<file path="config.mk">
export PLATFORM = sky130hd
export DESIGN_NAME = loc_text_decoder
export DESIGN_NICKNAME = d
export VERILOG_FILES = /design/src/rtl/loc_text_pkg.sv /design/src/rtl/loc_dec_accum.sv /design/src/rtl/loc_text_decoder.sv
export SDC_FILE = /design/constraint.sdc
export NUM_CORES = 1
export LEC_CHECK = 0
export BUFFER_PORTS_ARGS = -buffer_cell sky130_fd_sc_hd__clkbuf_2
export CORE_MARGIN = 4
export CORE_UTILIZATION = 65
export DETAILED_ROUTE_END_ITERATION = 10
export GPL_TIMING_DRIVEN = 1
export PLACE_DENSITY = 0.95
export SYNTH_ARGS = -nofsm -noshare
export SYNTH_HDL_FRONTEND = slang
export SYNTH_HIERARCHICAL = 1
export SYNTH_SLANG_ARGS = --single-unit
</file>
<file path="constraint.sdc">
create_clock -name clk -period 15.8 [get_ports clk]
set_clock_uncertainty 0.1 [all_clocks]
set_input_delay 3.16 -clock clk [delete_from_list [all_inputs] [get_ports clk]]
set_output_delay 3.16 -clock clk [all_outputs]
set_load 0.05 [all_outputs]
</file>
<file path="src/rtl/loc_text_pkg.sv">
// Shared types and constants for the location-text decoder: record kinds,
// error causes, FSM states, ASCII bytes of the grammar and the key strings.
package loc_text_pkg;

  typedef enum logic [1:0] {
    KIND_NONE  = 2'd0,
    KIND_REG   = 2'd1,
    KIND_STACK = 2'd2,
    KIND_ADDR  = 2'd3
  } kind_e;

  typedef enum logic [2:0] {
    ERR_NONE   = 3'd0,
    ERR_SYNTAX = 3'd1,
    ERR_BADKEY = 3'd2,
    ERR_BADVAL = 3'd3,
    ERR_OVF    = 3'd4
  } err_e;

  typedef enum logic [3:0] {
    ST_IDLE  = 4'd0,
    ST_KOPEN = 4'd1,
    ST_KEY   = 4'd2,
    ST_COLON = 4'd3,
    ST_VOPEN = 4'd4,
    ST_VSTR  = 4'd5,
    ST_VNUM  = 4'd6,
    ST_CLOSE = 4'd7,
    ST_EMIT  = 4'd8
  } state_e;

  localparam logic [7:0] CH_LBRACE = 8'h7B;
  localparam logic [7:0] CH_RBRACE = 8'h7D;
  localparam logic [7:0] CH_QUOTE  = 8'h22;
  localparam logic [7:0] CH_COLON  = 8'h3A;
  localparam logic [7:0] CH_MINUS  = 8'h2D;
  localparam logic [7:0] CH_BSLASH = 8'h5C;
  localparam logic [7:0] CH_SPACE  = 8'h20;
  localparam logic [7:0] CH_TAB    = 8'h09;
  localparam logic [7:0] CH_LF     = 8'h0A;
  localparam logic [7:0] CH_CR     = 8'h0D;
  localparam logic [7:0] CH_ZERO   = 8'h30;
  localparam logic [7:0] CH_NINE   = 8'h39;

  // Key strings packed with the first character in bits [7:0], zero padded.
  localparam logic [63:0] KEY_REGISTER = 64'h7265747369676572;
  localparam logic [63:0] KEY_STACK    = 64'h0000006B63617473;
  localparam logic [63:0] KEY_ADDRESS  = 64'h0073736572646461;
  localparam logic [3:0]  KEY_REGISTER_LEN = 4'd8;
  localparam logic [3:0]  KEY_STACK_LEN    = 4'd5;
  localparam logic [3:0]  KEY_ADDRESS_LEN  = 4'd7;
  localparam logic [3:0]  KEY_MAX_LEN      = 4'd8;

  function automatic logic is_ws(input logic [7:0] b);
    return (b == CH_SPACE) || (b == CH_TAB) || (b == CH_LF) || (b == CH_CR);
  endfunction

  function automatic logic is_digit(input logic [7:0] b);
    return (b >= CH_ZERO) && (b <= CH_NINE);
  endfunction

endpackage

</file>
<file path="src/rtl/loc_dec_accum.sv">
// Unsigned decimal accumulator for the address value. The overflow flag is a
// look-ahead: it reports that the digit presented this cycle would push the
// magnitude past the signed range, and in that case the digit is not applied.
module loc_dec_accum
  import loc_text_pkg::*;
(
  input  logic        clk,
  input  logic        rst,
  input  logic        clear,
  input  logic        digit_stb,
  input  logic [3:0]  digit,
  input  logic        neg,
  output logic [63:0] value,
  output logic        ovf
);

  logic [64:0] acc_r;
  logic [68:0] next_s;
  logic [68:0] limit_s;

  // Candidate acc*10+d via shift-and-add, range limit and signed result.
  always_comb begin
    next_s  = {1'b0, acc_r, 3'b000} + {3'b000, acc_r, 1'b0} + {65'd0, digit};
    if (neg) begin
      limit_s = {5'd0, 1'b1, 63'd0};
    end else begin
      limit_s = {6'd0, {63{1'b1}}};
    end
    ovf = digit_stb && (next_s > limit_s);
    if (neg) begin
      value = 64'd0 - acc_r[63:0];
    end else begin
      value = acc_r[63:0];
    end
  end

  // Magnitude register: cleared at value start, updated on each in-range digit.
  always_ff @(posedge clk) begin
    if (rst || clear) begin
      acc_r <= 65'd0;
    end else if (digit_stb && !ovf) begin
      acc_r <= next_s[64:0];
    end else begin
      acc_r <= acc_r;
    end
  end

endmodule

</file>
<file path="src/rtl/loc_text_decoder.sv">
// Streaming decoder for {"register": "NAME"}, {"stack": 0} and
// {"address": "DECIMAL"} objects: one ASCII byte per handshake in, one
// location record per well-formed object out, err pulse on malformed input.
module loc_text_decoder
  import loc_text_pkg::*;
#(
  parameter int REG_CHARS = 8,
  parameter int CNT_W     = 16
) (
  input  logic                         clk,
  input  logic                         rst,
  input  logic [7:0]                   in_data,
  input  logic                         in_valid,
  output logic                         in_ready,
  output logic                         out_valid,
  input  logic                         out_ready,
  output logic [1:0]                   out_kind,
  output logic [8*REG_CHARS-1:0]       out_reg,
  output logic [$clog2(REG_CHARS+1)-1:0] out_reg_len,
  output logic [63:0]                  out_addr,
  output logic                         err,
  output logic [2:0]                   err_code,
  output logic [CNT_W-1:0]             rec_count
);

  localparam int LEN_W = $clog2(REG_CHARS + 1);

  state_e                 state_r, next_state_s;
  logic                   accept_s;
  err_e                   err_cause_s;
  logic                   err_fire_s;
  logic                   key_clr_s, key_st_s, kind_ld_s, vstr_clr_s, vstr_st_s;
  logic                   num_clr_s, neg_set_s, digit_stb_s, rec_load_s, rec_take_s;
  kind_e                  kind_s, kind_r;
  logic [63:0]            key_buf_r;
  logic [3:0]             key_len_r;
  logic [8*REG_CHARS-1:0] vbuf_r;
  logic [LEN_W-1:0]       vlen_r;
  logic                   neg_r, first_r, digits_r;
  logic [63:0]            acc_value_s;
  logic                   acc_ovf_s;
  logic                   in_ready_nxt_s;
  logic [8*REG_CHARS-1:0] rec_reg_s;
  logic [LEN_W-1:0]       rec_len_s;
  logic [63:0]            rec_addr_s;

  logic                   in_ready_r, out_valid_r, err_r;
  logic [1:0]             out_kind_r;
  logic [8*REG_CHARS-1:0] out_reg_r;
  logic [LEN_W-1:0]       out_reg_len_r;
  logic [63:0]            out_addr_r;
  logic [2:0]             err_code_r;
  logic [CNT_W-1:0]       rec_count_r;

  assign accept_s    = in_valid && in_ready_r;
  assign digit_stb_s = accept_s && (state_r == ST_VNUM) && is_digit(in_data);
  assign err_fire_s  = (err_cause_s != ERR_NONE);

  loc_dec_accum u_accum (
    .clk       (clk),
    .rst       (rst),
    .clear     (num_clr_s),
    .digit_stb (digit_stb_s),
    .digit     (in_data[3:0]),
    .neg       (neg_r),
    .value     (acc_value_s),
    .ovf       (acc_ovf_s)
  );

  // FSM state register.
  always_ff @(posedge clk) begin
    if (rst) begin
      state_r <= ST_IDLE;
    end else begin
      state_r <= next_state_s;
    end
  end

  // Next-state and per-byte action decode; any error returns to IDLE.
  always_comb begin
    next_state_s = state_r;
    err_cause_s  = ERR_NONE;
    key_clr_s    = 1'b0;
    key_st_s     = 1'b0;
    kind_ld_s    = 1'b0;
    kind_s       = KIND_NONE;
    vstr_clr_s   = 1'b0;
    vstr_st_s    = 1'b0;
    num_clr_s    = 1'b0;
    neg_set_s    = 1'b0;
    rec_load_s   = 1'b0;
    rec_take_s   = 1'b0;
    if (state_r == ST_EMIT) begin
      if (out_ready) begin
        next_state_s = ST_IDLE;
        rec_take_s   = 1'b1;
      end else begin
        next_state_s = ST_EMIT;
      end
    end else if (accept_s) begin
      case (state_r)
        ST_IDLE: begin
          if (in_data == CH_LBRACE) next_state_s = ST_KOPEN;
          else                      next_state_s = ST_IDLE;
        end
        ST_KOPEN: begin
          if (is_ws(in_data)) begin
            next_state_s = ST_KOPEN;
          end else if (in_data == CH_QUOTE) begin
            next_state_s = ST_KEY;
            key_clr_s    = 1'b1;
          end else begin
            err_cause_s  = ERR_SYNTAX;
          end
        end
        ST_KEY: begin
          if (in_data == CH_QUOTE) begin
            if (key_len_r == KEY_REGISTER_LEN && key_buf_r == KEY_REGISTER) begin
              kind_s = KIND_REG;   kind_ld_s = 1'b1; next_state_s = ST_COLON;
            end else if (key_len_r == KEY_STACK_LEN && key_buf_r == KEY_STACK) begin
              kind_s = KIND_STACK; kind_ld_s = 1'b1; next_state_s = ST_COLON;
            end else if (key_len_r == KEY_ADDRESS_LEN && key_buf_r == KEY_ADDRESS) begin
              kind_s = KIND_ADDR;  kind_ld_s = 1'b1; next_state_s = ST_COLON;
            end else begin
              err_cause_s = ERR_BADKEY;
            end
          end else if (key_len_r == KEY_MAX_LEN) begin
            err_cause_s = ERR_BADKEY;
          end else begin
            key_st_s = 1'b1;
          end
        end
        ST_COLON: begin
          if (is_ws(in_data))            next_state_s = ST_COLON;
          else if (in_data == CH_COLON)  next_state_s = ST_VOPEN;
          else                           err_cause_s  = ERR_SYNTAX;
        end
        ST_VOPEN: begin
          if (is_ws(in_data)) begin
            next_state_s = ST_VOPEN;
          end else begin
            case (kind_r)
              KIND_REG: begin
                if (in_data == CH_QUOTE) begin
                  next_state_s = ST_VSTR; vstr_clr_s = 1'b1;
                end else begin
                  err_cause_s = ERR_SYNTAX;
                end
              end
              KIND_ADDR: begin
                if (in_data == CH_QUOTE) begin
                  next_state_s = ST_VNUM; num_clr_s = 1'b1;
                end else begin
                  err_cause_s = ERR_SYNTAX;
                end
              end
              KIND_STACK: begin
                if (in_data == CH_ZERO) next_state_s = ST_CLOSE;
                else                    err_cause_s  = ERR_BADVAL;
              end
              default: err_cause_s = ERR_SYNTAX;
            endcase
          end
        end
        ST_VSTR: begin
          if (in_data == CH_QUOTE) begin
            if (vlen_r == {LEN_W{1'b0}}) err_cause_s  = ERR_BADVAL;
            else                         next_state_s = ST_CLOSE;
          end else if (in_data == CH_BSLASH || in_data < CH_SPACE) begin
            err_cause_s = ERR_BADVAL;
          end else if (vlen_r == LEN_W'(REG_CHARS)) begin
            err_cause_s = ERR_OVF;
          end else begin
            vstr_st_s = 1'b1;
          end
        end
        ST_VNUM: begin
          if (is_ws(in_data)) begin
            next_state_s = ST_VNUM;
          end else if (in_data == CH_MINUS && first_r) begin
            neg_set_s = 1'b1;
          end else if (is_digit(in_data)) begin
            if (acc_ovf_s) err_cause_s  = ERR_OVF;
            else           next_state_s = ST_VNUM;
          end else if (in_data == CH_QUOTE) begin
            if (digits_r) next_state_s = ST_CLOSE;
            else          err_cause_s  = ERR_BADVAL;
          end else begin
            err_cause_s = ERR_BADVAL;
          end
        end
        ST_CLOSE: begin
          if (is_ws(in_data)) begin
            next_state_s = ST_CLOSE;
          end else if (in_data == CH_RBRACE) begin
            next_state_s = ST_EMIT;
            rec_load_s   = 1'b1;
          end else begin
            err_cause_s  = ERR_SYNTAX;
          end
        end
        default: next_state_s = ST_IDLE;
      endcase
      if (err_cause_s != ERR_NONE) next_state_s = ST_IDLE;
      else                         next_state_s = next_state_s;
    end else begin
      next_state_s = state_r;
    end
  end

  // Output-side decode: next in_ready and the record fields to latch.
  always_comb begin
    in_ready_nxt_s = (next_state_s != ST_EMIT);
    if (kind_r == KIND_REG) begin
      rec_reg_s = vbuf_r;
      rec_len_s = vlen_r;
    end else begin
      rec_reg_s = {(8*REG_CHARS){1'b0}};
      rec_len_s = {LEN_W{1'b0}};
    end
    if (kind_r == KIND_ADDR) rec_addr_s = acc_value_s;
    else                     rec_addr_s = 64'd0;
  end

  // Key collection buffer and matched record kind.
  always_ff @(posedge clk) begin
    if (rst) begin
      key_buf_r <= 64'd0;
      key_len_r <= 4'd0;
      kind_r    <= KIND_NONE;
    end else begin
      if (key_clr_s) begin
        key_buf_r <= 64'd0;
        key_len_r <= 4'd0;
      end else if (key_st_s) begin
        for (int i = 0; i < 8; i++) begin
          if (key_len_r == 4'(i)) key_buf_r[8*i +: 8] <= in_data;
        end
        key_len_r <= key_len_r + 4'd1;
      end else begin
        key_buf_r <= key_buf_r;
        key_len_r <= key_len_r;
      end
      if (kind_ld_s) kind_r <= kind_s;
      else           kind_r <= kind_r;
    end
  end

  // Register-name buffer and decimal sign/digit bookkeeping.
  always_ff @(posedge clk) begin
    if (rst) begin
      vbuf_r   <= {(8*REG_CHARS){1'b0}};
      vlen_r   <= {LEN_W{1'b0}};
      neg_r    <= 1'b0;
      first_r  <= 1'b1;
      digits_r <= 1'b0;
    end else begin
      if (vstr_clr_s) begin
        vbuf_r <= {(8*REG_CHARS){1'b0}};
        vlen_r <= {LEN_W{1'b0}};
      end else if (vstr_st_s) begin
        for (int i = 0; i < REG_CHARS; i++) begin
          if (vlen_r == LEN_W'(i)) vbuf_r[8*i +: 8] <= in_data;
        end
        vlen_r <= vlen_r + {{(LEN_W-1){1'b0}}, 1'b1};
      end else begin
        vbuf_r <= vbuf_r;
        vlen_r <= vlen_r;
      end
      if (num_clr_s) begin
        neg_r <= 1'b0; first_r <= 1'b1; digits_r <= 1'b0;
      end else if (neg_set_s) begin
        neg_r <= 1'b1; first_r <= 1'b0; digits_r <= digits_r;
      end else if (digit_stb_s) begin
        neg_r <= neg_r; first_r <= 1'b0; digits_r <= 1'b1;
      end else begin
        neg_r <= neg_r; first_r <= first_r; digits_r <= digits_r;
      end
    end
  end

  // Registered outputs: handshake flags, record fields, error and counter.
  always_ff @(posedge clk) begin
    if (rst) begin
      in_ready_r    <= 1'b1;
      out_valid_r   <= 1'b0;
      out_kind_r    <= 2'd0;
      out_reg_r     <= {(8*REG_CHARS){1'b0}};
      out_reg_len_r <= {LEN_W{1'b0}};
      out_addr_r    <= 64'd0;
      err_r         <= 1'b0;
      err_code_r    <= 3'd0;
      rec_count_r   <= {CNT_W{1'b0}};
    end else begin
      in_ready_r <= in_ready_nxt_s;
      err_r      <= err_fire_s;
      if (err_fire_s) err_code_r <= err_cause_s;
      else            err_code_r <= err_code_r;
      if (rec_load_s) begin
        out_valid_r   <= 1'b1;
        out_kind_r    <= kind_r;
        out_reg_r     <= rec_reg_s;
        out_reg_len_r <= rec_len_s;
        out_addr_r    <= rec_addr_s;
      end else if (rec_take_s) begin
        out_valid_r <= 1'b0;
        rec_count_r <= rec_count_r + {{(CNT_W-1){1'b0}}, 1'b1};
      end else begin
        out_valid_r <= out_valid_r;
        rec_count_r <= rec_count_r;
      end
    end
  end

  assign in_ready    = in_ready_r;
  assign out_valid   = out_valid_r;
  assign out_kind    = out_kind_r;
  assign out_reg     = out_reg_r;
  assign out_reg_len = out_reg_len_r;
  assign out_addr    = out_addr_r;
  assign err         = err_r;
  assign err_code    = err_code_r;
  assign rec_count   = rec_count_r;

endmodule

</file>
=== Yosys cells after proc, flatten, opt, wreduce, memory -nomap -nowiden ===
Index checks and enable logic that the tools add are counted.

* Bits in registers: 366
* Output and inout port bits: 156
* Word-level logic and storage cells: 251

* $add $sub $neg: 6
* Order comparisons: 4
* Equal/unequal tests: 42
* Multiplexer cells: 119
* Bitwise operators: 2
* Reduce and logical (&&, ||, !) cells: 45

{| class="wikitable"
|+ Operators with widths
! kind !! count
|-
| 2-to-1 mux 64 bit || 4
|-
| 2-to-1 mux 4 bit || 27
|-
| adder 68 x 66 -> 69 bit || 1
|-
| adder 69 x 4 -> 69 bit || 1
|-
| greater-than comparator 69 x 64 -> 1 bit || 1
|-
| equality test 64 x 39 -> 1 bit (second input constant) || 1
|-
| equality test 64 x 55 -> 1 bit (second input constant) || 1
|-
| equality test 64 x 63 -> 1 bit (second input constant) || 1
|-
| subtractor 1 x 64 -> 64 bit (first input constant) || 1
|-
| 2-to-1 mux 1 bit || 56
|-
| equality test 4 x 3 -> 1 bit (second input constant) || 12
|-
| 2-to-1 mux 3 bit || 14
|-
| equality test 8 x 6 -> 1 bit (second input constant) || 5
|-
| AND reduction 2 bit || 18
|-
| case mux 4 bit (8 select lines) || 1
|-
| 2-to-1 mux 2 bit || 14
|-
| equality test 4 x 2 -> 1 bit (second input constant) || 6
|-
| equality test 8 x 4 -> 1 bit (second input constant) || 3
|-
| equality test 8 x 7 -> 1 bit (second input constant) || 3
|-
| case mux 3 bit (7 select lines) || 1
|-
| adder 16 x 1 -> 16 bit (second input constant) || 1
|-
| equality test 4 x 1 -> 1 bit (second input constant) || 3
|-
| equality test 4 bit (second input constant) || 3
|-
| logical NOT 4 bit || 3
|-
| other kinds (16) || 37
|}

=== Logic depth before layout (Yosys ltp) ===
* Word-level depth: 16
* Gate-level depth with buffers: 31
* Gate-level depth less buffers: 28

=== Modules after synthesis ===
Netlist, hierarchy kept.

{| class="wikitable"
|+ Modules (own cells, without submodules)
! module !! instances !! cells each !! area an instance (µm²) !! sequential area each (µm²)
|-
| loc_text_decoder || 1 || 1487 || 11944.0 || 6025.8
|-
| loc_dec_accum || 1 || 1379 || 10351.2 || 1301.2
|}

=== Worst setup path before layout ===
OpenSTA, ideal clock, no wires.

* Kind: input to register
* Start: input in_data[3]
* End: register state_r[0]
* Library setup time: 0.066 ns
* Arrival time: 9.330 ns
* Data required time: 15.634 ns
* Path slack: 6.304 ns
* Cell stages on the path: 29
* Cells stage by stage: inv_1 -> fa_1 -> fa_1 -> nand2b_1 -> a21oi_1 -> o2111ai_1 -> a2111o_1 -> a211oi_1 -> a21boi_0 -> o21ai_0 -> xor2_1 -> ha_1 -> and4_1 -> a221o_1 -> a211o_1 -> o31a_1 -> a21oi_1 -> o311a_1 -> and3_1 -> buf_2 -> buf_2 -> clkbuf_1 -> a21boi_0 -> nand4_1 -> o31ai_1 -> nor4_1 -> a22oi_1 -> a41oi_1 -> nor2b_1

* Elaborated cells between the ends (all ways): 68
* Classes of those cells: add/sub: 1; order compare: 4; eq/ne: 11; mux: 43; reduce/logical: 9

{| class="wikitable"
|+ RTL lines
! what !! RTL line !! text
|-
| start, declared || loc_text_decoder.sv:12 || <nowiki>input logic [7:0] in_data,</nowiki>
|-
| adder 69 x 4 -> 69 bit (*) || loc_dec_accum.sv:23 || <nowiki>next_s = {1'b0, acc_r, 3'b000} + {3'b000, acc_r, 1'b0} + {65'd0, digit};</nowiki>
|-
| named net u_accum.next_s[46] || loc_dec_accum.sv:18 || <nowiki>logic [68:0] next_s;</nowiki>
|-
| greater-than comparator 69 x 64 -> 1 bit (*) || loc_dec_accum.sv:29 || <nowiki>ovf = digit_stb && (next_s > limit_s);</nowiki>
|-
| logical AND 1 bit (*) || loc_dec_accum.sv:29 ||
|-
| named net acc_ovf_s || loc_text_decoder.sv:41 || <nowiki>logic acc_ovf_s;</nowiki>
|-
| 2-to-1 mux 3 bit || loc_text_decoder.sv:183 || <nowiki>if (acc_ovf_s) err_cause_s = ERR_OVF;</nowiki>
|-
| 2-to-1 mux 3 bit || loc_text_decoder.sv:182 || <nowiki>end else if (is_digit(in_data)) begin</nowiki>
|-
| 2-to-1 mux 3 bit || loc_text_decoder.sv:180 || <nowiki>end else if (in_data == CH_MINUS && first_r) begin</nowiki>
|-
| 2-to-1 mux 3 bit || loc_text_decoder.sv:178 || <nowiki>if (is_ws(in_data)) begin</nowiki>
|-
| case mux 3 bit (7 select lines) || loc_text_decoder.sv:101 || <nowiki>case (state_r)</nowiki>
|-
| 2-to-1 mux 3 bit || loc_text_decoder.sv:100 || <nowiki>end else if (accept_s) begin</nowiki>
|-
| 2-to-1 mux 3 bit || loc_text_decoder.sv:93 || <nowiki>if (state_r == ST_EMIT) begin</nowiki>
|-
| nonzero test 3 bit || loc_text_decoder.sv:204 || <nowiki>if (err_cause_s != ERR_NONE) next_state_s = ST_IDLE;</nowiki>
|-
| 2-to-1 mux 4 bit (*) || loc_text_decoder.sv:204 ||
|-
| 2-to-1 mux 4 bit (*) || loc_text_decoder.sv:100 ||
|-
| 2-to-1 mux 4 bit (*) || loc_text_decoder.sv:93 ||
|-
| end signal, assigned || loc_text_decoder.sv:75 || <nowiki>state_r <= next_state_s;</nowiki>
|-
| end, declared || loc_text_decoder.sv:28 || <nowiki>state_e state_r, next_state_s;</nowiki>
|}

The timed path passes the listed nets; every way through them passes the cells marked *. The select of a mux whose other input is x is not followed.
A chain may end at the register's enable or synchronous reset.

=== Final worst setup path ===
* Start: input in_data[3]
* End: register u_accum.acc_r[3]

* Elaborated cells between the ends (all ways): 24
* Classes of those cells: add/sub: 1; order compare: 3; eq/ne: 5; mux: 6; reduce/logical: 9

{| class="wikitable"
|+ RTL lines
! what !! RTL line !! text
|-
| adder 69 x 4 -> 69 bit || loc_dec_accum.sv:23 ||
|-
| named net u_accum.next_s[44] || loc_dec_accum.sv:18 ||
|-
| greater-than comparator 69 x 64 -> 1 bit || loc_dec_accum.sv:29 ||
|-
| logical AND 1 bit || loc_dec_accum.sv:29 ||
|-
| logical NOT 1 bit || loc_dec_accum.sv:41 || <nowiki>end else if (digit_stb && !ovf) begin</nowiki>
|-
| logical AND 1 bit || loc_dec_accum.sv:41 ||
|-
| end signal, assigned || loc_dec_accum.sv:42 || <nowiki>acc_r <= next_s[64:0];</nowiki>
|-
| end signal, assigned || loc_dec_accum.sv:44 || <nowiki>acc_r <= acc_r;</nowiki>
|-
| end, declared || loc_dec_accum.sv:17 || <nowiki>logic [64:0] acc_r;</nowiki>
|}

The timed path passes the listed nets, and every way through them passes these cells.

==> results.py <==
metrics = {
    "status": {
        "status": "finished, final reports clean",
    },
    "detailed_routing": {
        "wl_per_cell_um": 20.0,
        "viasPerCell": 6.66,
        "dr_total_vias": 22500,
        "drc": 0,
        "drt-initial-drc-count": 2445,
        "drtPass1Iterations": 6,
        "drt-total-wl_mm": 67.4,
        "final_antenna_net_count": 0,
    },
    "cts": {
        "tritoncts": "built",
        "clk_path_buf_depth": 3,
        "post_cts_buffers": 0,
        "clk_pin_slew_ns": 0.06,
        "ctsHtreeMaxLevel": 2,
        "cts_resized": 0,
        "cts_buffers": 38,
        "worstSkewPairLatency_ns": 0.55,
        "ctsHoldBuffers": 0,
        "cts.sink_count": 366,
        "root_buffer": "clkbuf_16",
    },
    "min_path": {
        "holdCritStartpoint": "key_buf_r[37]$_SDFFE_PP0P_",
        "hold_class": "reg -> reg",
    },
    "critical_path": {
        "max_stage_delay_ns": 0.75,
        "path_class": "in -> reg",
        "startpoint_type": "input port",
        "crit_arrival_ns": 10.67,
        "r2r_start": "u_accum/acc_r[0]$_SDFFE_PP0P_",
        "cp_slowest_cell": "nand3_1",
        "cp_max_fo": 35,
        "crit_path_start": "in_data[3]",
        "crit_required_ns": 16.18,
        "path_cells": "clkbuf_2, inv_1, fa_1, fa_1, nand2b_1, a21oi_1, o2111ai_1, a21oi_1, a21oi_1, o21ai_0, a21oi_1, xnor2_1, ha_1, a21oi_1, o21ai_0, a221o_1, a211o_1, o31a_1, a21oi_1, o311a_1, nand3_1, buf_4, or3_1, a21oi_1",
        "cp_num_buf_inv": 3,
        "path_delay_family": "compound AO/OA/AOI/OAI gates",
        "worstSetupEndpointType": "register",
        "crit_top_cell": "a21oi_1",
    },
    "power_and_ir_drop": {
        "vdd_drop_max_uv": 76.3,
        "power.density_nw_per_um2": 76.5,
        "leakage_nw": 10.0,
    },
    "global_routing": {
        "groute.layer.met3.usage_pct": 3.95,
        "grtUsageMet1_pct": 46.8,
        "globalRoute.busiestLayer": "met2",
        "grt_pass1_wl_mm": 109,
        "grt_max_degree": 91,
        "grt_pass1_vias": 21200,
        "antenna_found_initial": 0,
        "track_usage_pct": 33.9,
        "grt_overflow_total": 0,
        "grtUsageMet2_pct": 55.6,
    },
    "cells_and_area": {
        "fillers": 2480,
        "antenna_cells": 0,
        "finalNetCount": 3115,
        "area_growth_pct": 9.32,
        "fin_cells": 3373,
        "regMostFlops": "u_accum/acc_r",
        "largest_reg_flops": 65,
        "drive_gt1_share_pct": 9.85,
    },
    "synthesis": {
        "yosysWarnings": 6,
        "synth_cells": 2866,
        "synth_area_leader_cell": "dfxtp_1",
        "async_flop_share_pct": 0,
        "yosysUniqueCellTypes": 86,
        "syn-cell-area_sq_um": 22300,
        "ys_seq_area_share_pct": 32.9,
        "ys_seq_elements": 366,
        "synth_top_area_share_pct": 32.9,
        "ys_top_cells_by_area": "dfxtp_1 (33%), ha_1 (11%), a21oi_1 (9.5%)",
        "synth-main-ff-cell": "dfxtp_1",
        "syn_area_per_cell_sq_um": 7.78,
        "syn_nets": 3083,
        "synth_edf_count": 0,
    },
    "sta": {
        "setup_violations": 0,
        "drv_slew": 0,
        "setup_tns_ns": 0,
        "finalCriticalPeriod_ns": 10.29,
        "rsz0062_at_grt": "no",
        "timing.final.crit_share_pct": 65.1,
        "fmax_mhz": 97.2,
        "max_slew.worst_pin.slew_ns": 1.26,
        "slew_headroom_pct": 16.2,
        "finalHoldViolCount": 0,
    },
    "placed_design": {
        "dpl.hpwl_mm": 46.9,
        "place_congestion": 0.989,
        "dpl.cell_count": 3306,
        "io_buffer_count": 167,
    },
    "die": {
        "num_rows": 67,
        "fp.dieH_um": 193,
        "io_pins": 168,
        "core_area_sq_um": 33700,
        "start_util_pct": 66.2,
        "die_w_um": 193,
        "dieArea_sq_um": 37300,
    },
    "flow_run": {
        "maxCapViolCount": 0,
    },
}
worst paths after layout:
kind	endpoint	cells past startpoint	slack, ns
hold reg to reg	key_buf_r[37]$_SDFFE_PP0P_	2	0.35
setup / recovery	u_accum/acc_r[3]$_SDFFE_PP0P_	24	5.51
hold / removal	key_buf_r[37]$_SDFFE_PP0P_	2	0.35
setup reg to reg	u_accum/acc_r[3]$_SDFFE_PP0P_	24	8.20
through the flow:
| step | utilization, % | hold WS (ns) | cell area, sq um | setup slack (ns) | total power, mW |
|---|---|---|---|---|---|
| after CTS | 72.3 | 0.346 | 24400 | 5.68 | 1.87 |
| after global routing | 72.3 | 0.369 | 24400 | 5.07 | 1.91 |
| after global placement | 68.6 | 0.335 | 23100 | 5.45 | 0.979 |
| after floorplan | - | 0.327 | 22300 | 6.30 | 0.969 |
| final | 72.3 | 0.347 | 24400 | 5.51 | 1.86 |
| after detailed placement | 68.6 | 0.338 | 23100 | 5.12 | 0.980 |
cells by family (layout without fill, tap and decap cells):
family | count (synthesis) | after routing | synth area share [%]
adder cells (fa/ha/maj) | 205 | 205 | 11.6
multiplexers | 35 | 35 | 1.58
XOR/XNOR | 136 | 136 | 5.34
buffers and inverters | 237 | 296 | 4.16
AO/OA/AOI/OAI | 772 | 772 | 20.0
flip-flops | 366 | 366 | 32.9
AND/OR/NAND/NOR | 1115 | 1115 | 24.4
area by class of cell:
type / instances / area (sq um) / area share, %
clock buffers: 51 / 1090 / 4.48
inverters: 43 / 161 / 0.662
multi-input cells: 2263 / 14100 / 57.8
repair buffers: 186 / 981 / 4.02
flip-flops and latches: 366 / 7330 / 30.1
well taps: 448 / 561 / 2.30
clock inverters: 16 / 159 / 0.652
placed cells by master (no fill, tap or decap), types with 17 or more instances in the layout:
| cell type | netlist | layout |
|---|---|---|
| a21o_1 | 29 | 29 |
| a21oi_1 | 424 | 424 |
| and2_1 | 21 | 19 |
| and3_1 | 19 | 18 |
| buf_4 | 1 | 20 |
| clkbuf_16 | 0 | 40 |
| clkbuf_2 | 0 | 166 |
| dfxtp_1 | 366 | 365 |
| ha_1 | 203 | 203 |
| inv_1 | 43 | 43 |
| mux2i_1 | 34 | 34 |
| nand2_1 | 461 | 461 |
| nand3_1 | 210 | 210 |
| nand4_1 | 98 | 98 |
| nor2_1 | 131 | 131 |
| nor3_1 | 33 | 32 |
| o211ai_1 | 17 | 17 |
| o21ai_0 | 152 | 152 |
| o31ai_1 | 23 | 23 |
| or3_1 | 23 | 22 |
| xnor2_1 | 105 | 105 |
| xor2_1 | 31 | 31 |
power breakdown:
group | internal (mW) | switching [mW]
clock network | 0.523 | 0.381
registers | 0.923 | 0.000421
logic | 0.00626 | 0.0316
total | 1.45 | 0.413
cells in the mapped netlist, drive strengths merged (19+ instances only):
library cell	instances
and3	19
and2	22
a21oi	424
nand3	210
nand2	462
ha	203
a21o	29
inv	43
or3	25
nor3	34
dfxtp	366
nor2	131
buf	28
mux2i	34
o31ai	26
xor2	31
xnor2	105
o21ai	153
nand4	99
clkbuf	166
worst register-to-register path, stage by stage (launching register included):
cell	delay, ns
dfxtp_1	0.41
inv_1	0.16
fa_1	0.62
inv_1	0.06
ha_1	0.30
a211oi_1	0.31
o211ai_1	0.22
a211oi_1	0.43
a2111oi_1	0.16
buf_4	0.20
nor3_1	0.27
o21ai_0	0.25
a31oi_1	0.26
xnor2_1	0.13
ha_1	0.34
and4_1	0.22
nor4b_1	0.54
a41oi_1	0.23
o31a_1	0.15
a21oi_1	0.12
o311a_1	0.22
nand3_1	0.75
buf_4	0.57
or3_1	0.39
a21oi_1	0.13
routing by layer:
layer / vias to the layer above / routed length (um)
met4: 0 / 2040
met5: - / 0
met1: 10600 / 28400
met3: 201 / 5840
met2: 1238 / 31100
li1: 10400 / -
No activity file was read; power rests on OpenSTA's default activity.
